[src/rtl/ps2_dev_tx.sv]
// rtl/ps2_dev_tx.sv - PS/2 device-side transmitter with byte FIFO, parity/gap options and host-inhibit abort
module ps2_dev_tx #(
    parameter int FIFO_BITS  = 3,
    parameter bit PARITY_ODD = 1'b1,
    parameter int GAP_CLKS   = 1
) (
    input  logic                 clk_sys,
    input  logic                 reset_n,
    input  logic                 ps2_clk,
    input  logic                 wr,
    input  logic [7:0]           wr_data,
    input  logic                 inhibit,
    input  logic                 clr_overflow,
    output logic                 ps2_dev_clk,
    output logic                 ps2_dev_data,
    output logic [FIFO_BITS:0]   level,
    output logic                 full,
    output logic                 overflow,
    output logic                 busy,
    output logic                 abort
);

    localparam int                 DEPTH   = 2 ** FIFO_BITS;
    localparam logic [FIFO_BITS:0] DEPTH_L = {1'b1, {FIFO_BITS{1'b0}}};
    localparam logic [3:0]         GAP_L   = 4'(GAP_CLKS);

    typedef enum logic [2:0] {
        IDLE,
        DATA,
        PAR,
        STOP,
        GAP
    } state_t;

    state_t               state_q, state_d;
    logic                 s1, s2, s3;
    logic                 rise;
    logic [7:0]           mem [DEPTH];
    logic [FIFO_BITS-1:0] wptr, rptr;
    logic                 push_ok, pop;
    logic [7:0]           shift_q, shift_d;
    logic                 par_q, par_d;
    logic                 data_q, data_d;
    logic [2:0]           bit_q, bit_d;
    logic [3:0]           gap_q, gap_d;
    logic                 abort_d;

    // s3 trails s2 by one cycle so a rising edge shows up as a single-cycle pulse
    always_ff @(posedge clk_sys or negedge reset_n) begin
        if (!reset_n) begin
            s1 <= 1'b1;
            s2 <= 1'b1;
            s3 <= 1'b1;
        end else begin
            s1 <= ps2_clk;
            s2 <= s1;
            s3 <= s2;
        end
    end

    assign rise = s2 & ~s3;

    // a push is still accepted when full if the head leaves in the same cycle
    assign push_ok = wr & (~full | pop);
    assign full    = (level == DEPTH_L);

    always_ff @(posedge clk_sys) begin
        if (push_ok) begin
            mem[wptr] <= wr_data;
        end
    end

    always_ff @(posedge clk_sys or negedge reset_n) begin
        if (!reset_n) begin
            wptr     <= '0;
            rptr     <= '0;
            level    <= '0;
            overflow <= 1'b0;
        end else begin
            if (push_ok) begin
                wptr <= wptr + FIFO_BITS'(1);
            end
            if (pop) begin
                rptr <= rptr + FIFO_BITS'(1);
            end
            case ({push_ok, pop})
                2'b10:   level <= level + (FIFO_BITS + 1)'(1);
                2'b01:   level <= level - (FIFO_BITS + 1)'(1);
                default: level <= level;
            endcase
            if (wr && !push_ok) begin
                overflow <= 1'b1;
            end else if (clr_overflow) begin
                overflow <= 1'b0;
            end
        end
    end

    always_ff @(posedge clk_sys or negedge reset_n) begin
        if (!reset_n) begin
            state_q <= IDLE;
            shift_q <= '0;
            par_q   <= 1'b0;
            data_q  <= 1'b1;
            bit_q   <= '0;
            gap_q   <= '0;
            abort   <= 1'b0;
        end else begin
            state_q <= state_d;
            shift_q <= shift_d;
            par_q   <= par_d;
            data_q  <= data_d;
            bit_q   <= bit_d;
            gap_q   <= gap_d;
            abort   <= abort_d;
        end
    end

    // inhibit is checked every cycle and outranks rise, so the head byte is never popped by an aborted frame
    always_comb begin
        state_d = state_q;
        shift_d = shift_q;
        par_d   = par_q;
        data_d  = data_q;
        bit_d   = bit_q;
        gap_d   = gap_q;
        pop     = 1'b0;
        abort_d = 1'b0;
        case (state_q)
            IDLE: begin
                if (rise && (level != '0) && !inhibit) begin
                    shift_d = mem[rptr];
                    par_d   = PARITY_ODD;
                    data_d  = 1'b0;
                    bit_d   = '0;
                    state_d = DATA;
                end
            end
            DATA, PAR, STOP: begin
                if (inhibit) begin
                    state_d = IDLE;
                    data_d  = 1'b1;
                    abort_d = 1'b1;
                end else if (rise) begin
                    if (state_q == DATA) begin
                        data_d  = shift_q[0];
                        shift_d = {1'b0, shift_q[7:1]};
                        par_d   = par_q ^ shift_q[0];
                        bit_d   = bit_q + 3'd1;
                        if (bit_q == 3'd7) begin
                            state_d = PAR;
                        end
                    end else if (state_q == PAR) begin
                        data_d  = par_q;
                        state_d = STOP;
                    end else begin
                        data_d  = 1'b1;
                        pop     = 1'b1;
                        gap_d   = GAP_L;
                        state_d = GAP;
                    end
                end
            end
            GAP: begin
                if (rise) begin
                    if (gap_q <= 4'd1) begin
                        gap_d   = '0;
                        state_d = IDLE;
                    end else begin
                        gap_d = gap_q - 4'd1;
                    end
                end
            end
            default: begin
                state_d = IDLE;
                data_d  = 1'b1;
            end
        endcase
    end

    assign busy         = (state_q != IDLE);
    assign ps2_dev_clk  = s2 | (state_q == IDLE);
    assign ps2_dev_data = data_q;

endmodule

[config.mk]
export PLATFORM = sky130hd
export DESIGN_NAME = ps2_dev_tx
export DESIGN_NICKNAME = d
export VERILOG_FILES = /design/src/rtl/ps2_dev_tx.sv
export SDC_FILE = /design/constraint.sdc
export NUM_CORES = 1
export LEC_CHECK = 0
export CELL_PAD_IN_SITES_DETAIL_PLACEMENT = 1
export CELL_PAD_IN_SITES_GLOBAL_PLACEMENT = 1
export CORE_UTILIZATION = 50
export DETAILED_ROUTE_END_ITERATION = 12
export PLACE_DENSITY = 0.86
export SYNTH_ARGS = -nofsm -noshare
export SYNTH_HDL_FRONTEND = slang
export SYNTH_SLANG_ARGS = --single-unit
[constraint.sdc]
create_clock -name clk_sys -period 2.4 [get_ports clk_sys]
set_input_delay 0.48 -clock clk_sys [delete_from_list [all_inputs] [get_ports clk_sys]]
set_output_delay 0.48 -clock clk_sys [all_outputs]
set_load 0.01 [all_outputs]
# == Yosys cells after proc, flatten, opt, wreduce, memory -nomap -nowiden ==
# Memories as Yosys holds them, arrays and structs flattened.
# Index checks and enable logic that the tools add are counted.
# word_totals
memories,1
in_bits,14
ff_bits,35
mem_bits_rw,64
# classes
n_mux,49
order_cmp,1
n_eq_ne,18
n_reduce_logical,17
n_addsub,6
n_bitwise,8
# mem_list
memory,words,word_bits,read_ports,rd_ports_with_merged_regs,wr,line,text
mem,8,8,1,0,1,38,logic [7:0] mem [DEPTH];
# op_table
cell,n
3-bit 2-to-1 mux,12
8-bit 2-to-1 mux,4
4-bit 2-to-1 mux,6
1-bit 2-to-1 mux,20
2-bit != test (second input constant),8
4-bit case mux with 2 select lines,2
8-bit case mux with 2 select lines,1
5-bit AND reduction,2
3-bit by 1-bit adder with 3-bit output (second input constant),3
3-bit case mux with 3 select lines,1
2-bit nonzero test,4
4-bit by 1-bit subtractor with 4-bit output (second input constant),2
3-bit by 2-bit equality test with 1-bit output (second input constant),2
3-bit equality test (second input constant),2
3-bit case mux with 2 select lines,1
6-bit AND reduction,1
4-bit by 1-bit adder with 4-bit output (second input constant),1
4-bit equality test (second input constant),1
4-bit by 1-bit <= comparator with 1-bit output (second input constant),1
4-bit != test (second input constant),1
4-bit nonzero test,1
3-bit by 1-bit equality test with 1-bit output (second input constant),1
1-bit logical AND,3
3-bit logical NOT,1
other kinds (13),18

# == Logic depth before layout (Yosys ltp) ==
# depth
ltp_word,11
ltp_mapped,8

# == Worst setup path after synthesis ==
# OpenSTA, ideal clock, no wires.
# synth_path
path_type,input to register
from,input inhibit
to,"memory mem[1][0], enable pin"
required_time_ns,2.017
t_arrival_ns,1.827
path_stages,4
setup_slack_ns,0.189
setup_ns,0.383
path_cell_list,or3b_4 > o21ai_2 > nand3_1 > nor3_1
# synth_between
elab_chain_cells,6
# synth_lines
element,line,text
"start, declared",12,"input logic inhibit,"
1-bit 2-to-1 mux,140,if (inhibit) begin
1-bit 2-to-1 mux,129,case (state_q)
1-bit OR,64,assign push_ok = wr & (~full | pop);
1-bit bitwise AND,64,
1-bit 2-to-1 mux,68,if (push_ok) begin
1-bit 2-to-1 mux (implied by the code),69,mem[wptr] <= wr_data;
"end, declared",38,
# Every way passes these cells.

# == Final worst setup path ==
# layout_path
from,register state_q[0]
to,output ps2_dev_clk
# layout_between
elab_chain_cells,2
# layout_lines
element,line,text
"start, declared",35,"state_t state_q, state_d;"
"start signal, assigned",109,state_q <= state_d;
3-bit logical NOT,182,assign ps2_dev_clk = s2 | (state_q == IDLE);
1-bit OR,182,
"end, declared",14,"output logic ps2_dev_clk,"
# Every way passes these cells.

==> results.sh <==
export IMPL_final_cell_mix="edfxtp_1 (64), dfrtp_1 (30), clkdlybuf4s50_1 (23)"
export IMPL_antenna_found_initial=0
export IMPL_max_clock_path_buffers=2
export IMPL_syn_inst=291
export IMPL_cts_root_buf="clkbuf_8"
export IMPL_cts_sinks=99
export IMPL_grt_max_degree=36
export IMPL_p_per_area_nw_per_um2=867.8
export IMPL_multi_input_area_um2=1390
export IMPL_end_kind="primary output"
export IMPL_finalCritPeriodShare=0.9507
export IMPL_maxSlewViolCount=0
export IMPL_dr_pass1_iters=4
export IMPL_num_nets_final=354
export IMPL_synth_fp_nets=312
export IMPL_num_rows=33
export IMPL_rsz0062_at_grt="false"
export IMPL_synth_cell_types=58
export IMPL_grt_pass1_vias=2746
export IMPL_leakagePower_nw=1.805
export IMPL_num_vias=2601
export IMPL_die_x_um=94.80
export IMPL_final_setup_skew_ps=15.66
export IMPL_max_slew_worst_pin_slew_ps=605.4
export IMPL_clock_latency_ps=370
export IMPL_track_usage=0.2374
export IMPL_ios=24
export IMPL_max_freq_mhz=438.3
export IMPL_drv_cap=0
export IMPL_routed_wl_um=9508
export IMPL_die_area_um2=8986
export IMPL_synth_seq_cells=99
export IMPL_detail_route_vias_per_cell=5.871
export IMPL_critical_path_arrival_ps=1800
export IMPL_wl_per_cell_um=21.46
export IMPL_drtIter0Drc=155
export IMPL_setup_viol=0
export IMPL_area_growth_synth_to_final_pct=14.65
export IMPL_tns_ps=0
export IMPL_synth_edff_count=64
export IMPL_core_region_area_um2=8258
export IMPL_dieHeight_um=94.80
export IMPL_worst_path_max_fanout=5
export IMPL_seq_area_um2=2804
export IMPL_layout_cells_non_filler=443
export IMPL_slew_headroom=0.5964
export IMPL_layout_commonest_cell="edfxtp_1"
export IMPL_numCtsBuffers=9
export IMPL_ant_nets=0
export IMPL_outcome="complete, no violations"
export IMPL_hold_viol=0
export IMPL_grt_ovfl_total=0
export IMPL_htreeDepth=3
export IMPL_cp_required_ps=1920
export IMPL_dp_hpwl_um=6615
export IMPL_ys_warnings_count=0
export IMPL_gp_congestion=0.8736
export IMPL_clk_pin_slew_ps=110
export IMPL_async_flop_share=0.3535
export IMPL_netlist_area_um2=4305
export IMPL_final_core_util=0.5977
export IMPL_vdd_drop_max_mv=0.5891
export IMPL_cts_tree="built"
export IMPL_n_fill_cell=809
export IMPL_min_period_ps=2282
export IMPL_grt_pass1_wl_um=15210
export IMPL_startpoint_type="register"
export IMPL_route_detailed_drc=0
export IMPL_synth_ff_type="edfxtp_1"
export IMPL_syn_area_per_cell_um2=14.80
export IMPL_holdWs_ps=382.7
export IMPL_drive_gt1_frac=0.1982
export IMPL_holdCritPathClass="reg -> reg"
export IMPL_antenna_cells=0
export IMPL_dp_cells=424
export IMPL_yosysSeqAreaShare=0.6510
export IMPL_numPortBuffers=23
export IMPL_regToRegSetupSlack_ps=350
export IMPL_critPathKind="reg -> out"
export IMPL_start_util=0.5214
-- what timing repair did --
item,in CTS,in global routing
buffers inserted,0,3
endpoints found under the setup margin,0,1
gates resized for setup,0,1
hold buffers,0,0
-- state kept, by name, indices dropped and copies added, names as in the netlist, 3 cells and up --
name     cells
bit_q        3
level        4
shift_q      8
wptr         3
gap_q        4
rptr         3
state_q      3
mem         64
-- cell usage after synthesis (all sizes together) (4+ instances only) --
| master | n | area share |
|---|---|---|
| inv | 7 | 0.0061 |
| nand3b | 5 | 0.0087 |
| o21ai | 6 | 0.0078 |
| dfstp | 4 | 0.024 |
| dfrtp | 31 | 0.18 |
| o31ai | 8 | 0.014 |
| nand3 | 5 | 0.0058 |
| mux2i | 5 | 0.012 |
| nand2 | 22 | 0.019 |
| nor2b | 8 | 0.012 |
| mux4 | 14 | 0.073 |
| edfxtp | 64 | 0.45 |
| buf | 10 | 0.017 |
| ha | 7 | 0.020 |
| a211oi | 7 | 0.012 |
| xnor2 | 8 | 0.016 |
| nand2b | 5 | 0.0073 |
| nor2 | 23 | 0.021 |
| nor3 | 6 | 0.0081 |
| clkbuf | 4 | 0.0035 |
-- metal layers --
| layer | routed length, um | track usage |
|---|---|---|
| met5 | 0 | 0 |
| met4 | 99 | 0.07071 |
| met3 | 366 | 0.03623 |
| met2 | 4928 | 0.4053 |
| met1 | 4114 | 0.3145 |
-- report_power, final --
| part | internal [mW] | leakage [nW] | switching [mW] | total, mW |
|---|---|---|---|---|
| sequential | 2.14 | 1.01 | 0.243 | 2.39 |
| clock | 0.407 | 0.0999 | 0.636 | 1.04 |
| combinational | 0.413 | 0.691 | 0.441 | 0.854 |
| total | 2.96 | 1.81 | 1.32 | 4.28 |
-- worst max-delay path: stages (launching register included) --
cell             delay, ps
dfrtp_2                440
or3_1                  400
nand2b_1                80
clkdlybuf4s50_1        530
-- metrics by stage --
stage               setup slack [ps]  area [um^2]  power, mW
finish                         118.4         4936      4.284
global route                   41.99         4936      4.475
CTS                            1.797         4912      4.290
detailed placement            -112.2         4723      3.255
global placement              -12.63         4723      3.162
floorplan                      189.5         4305      2.835
-- logic make-up (layout without fill, tap and decap cells) --
kind of cell / count (synthesis) / after routing / synth area share
flops: 99 / 99 / 0.6510
simple gates: 92 / 92 / 0.1189
compound gates: 43 / 43 / 0.07731
mux: 21 / 21 / 0.09009
buf+inv: 21 / 68 / 0.02615
xor+xnor: 8 / 8 / 0.01627
fa+ha+maj: 7 / 7 / 0.02034
-- worst paths after layout --
path	start	end	depth (start not counted)
hold / removal	s1	s2	0
setup reg to reg	state_q[2]	mem[0][3]	5
max in group asynchronous	reset_n	s2	2
setup / recovery	state_q[0]	ps2_dev_clk	3
min in group asynchronous	reset_n	gap_q[0]	2
hold reg to reg	s1	s2	0
-- final cells by class --
class | count | share of cell area
clock buffers | 9 | 0.02510
clock inverters | 7 | 0.01318
inverters | 7 | 0.005323
multi-input cells | 171 | 0.2816
flip-flops and latches | 99 | 0.5681
well taps | 105 | 0.02662
repair buffers | 45 | 0.08010
Power figures use the tool's default switching activity.
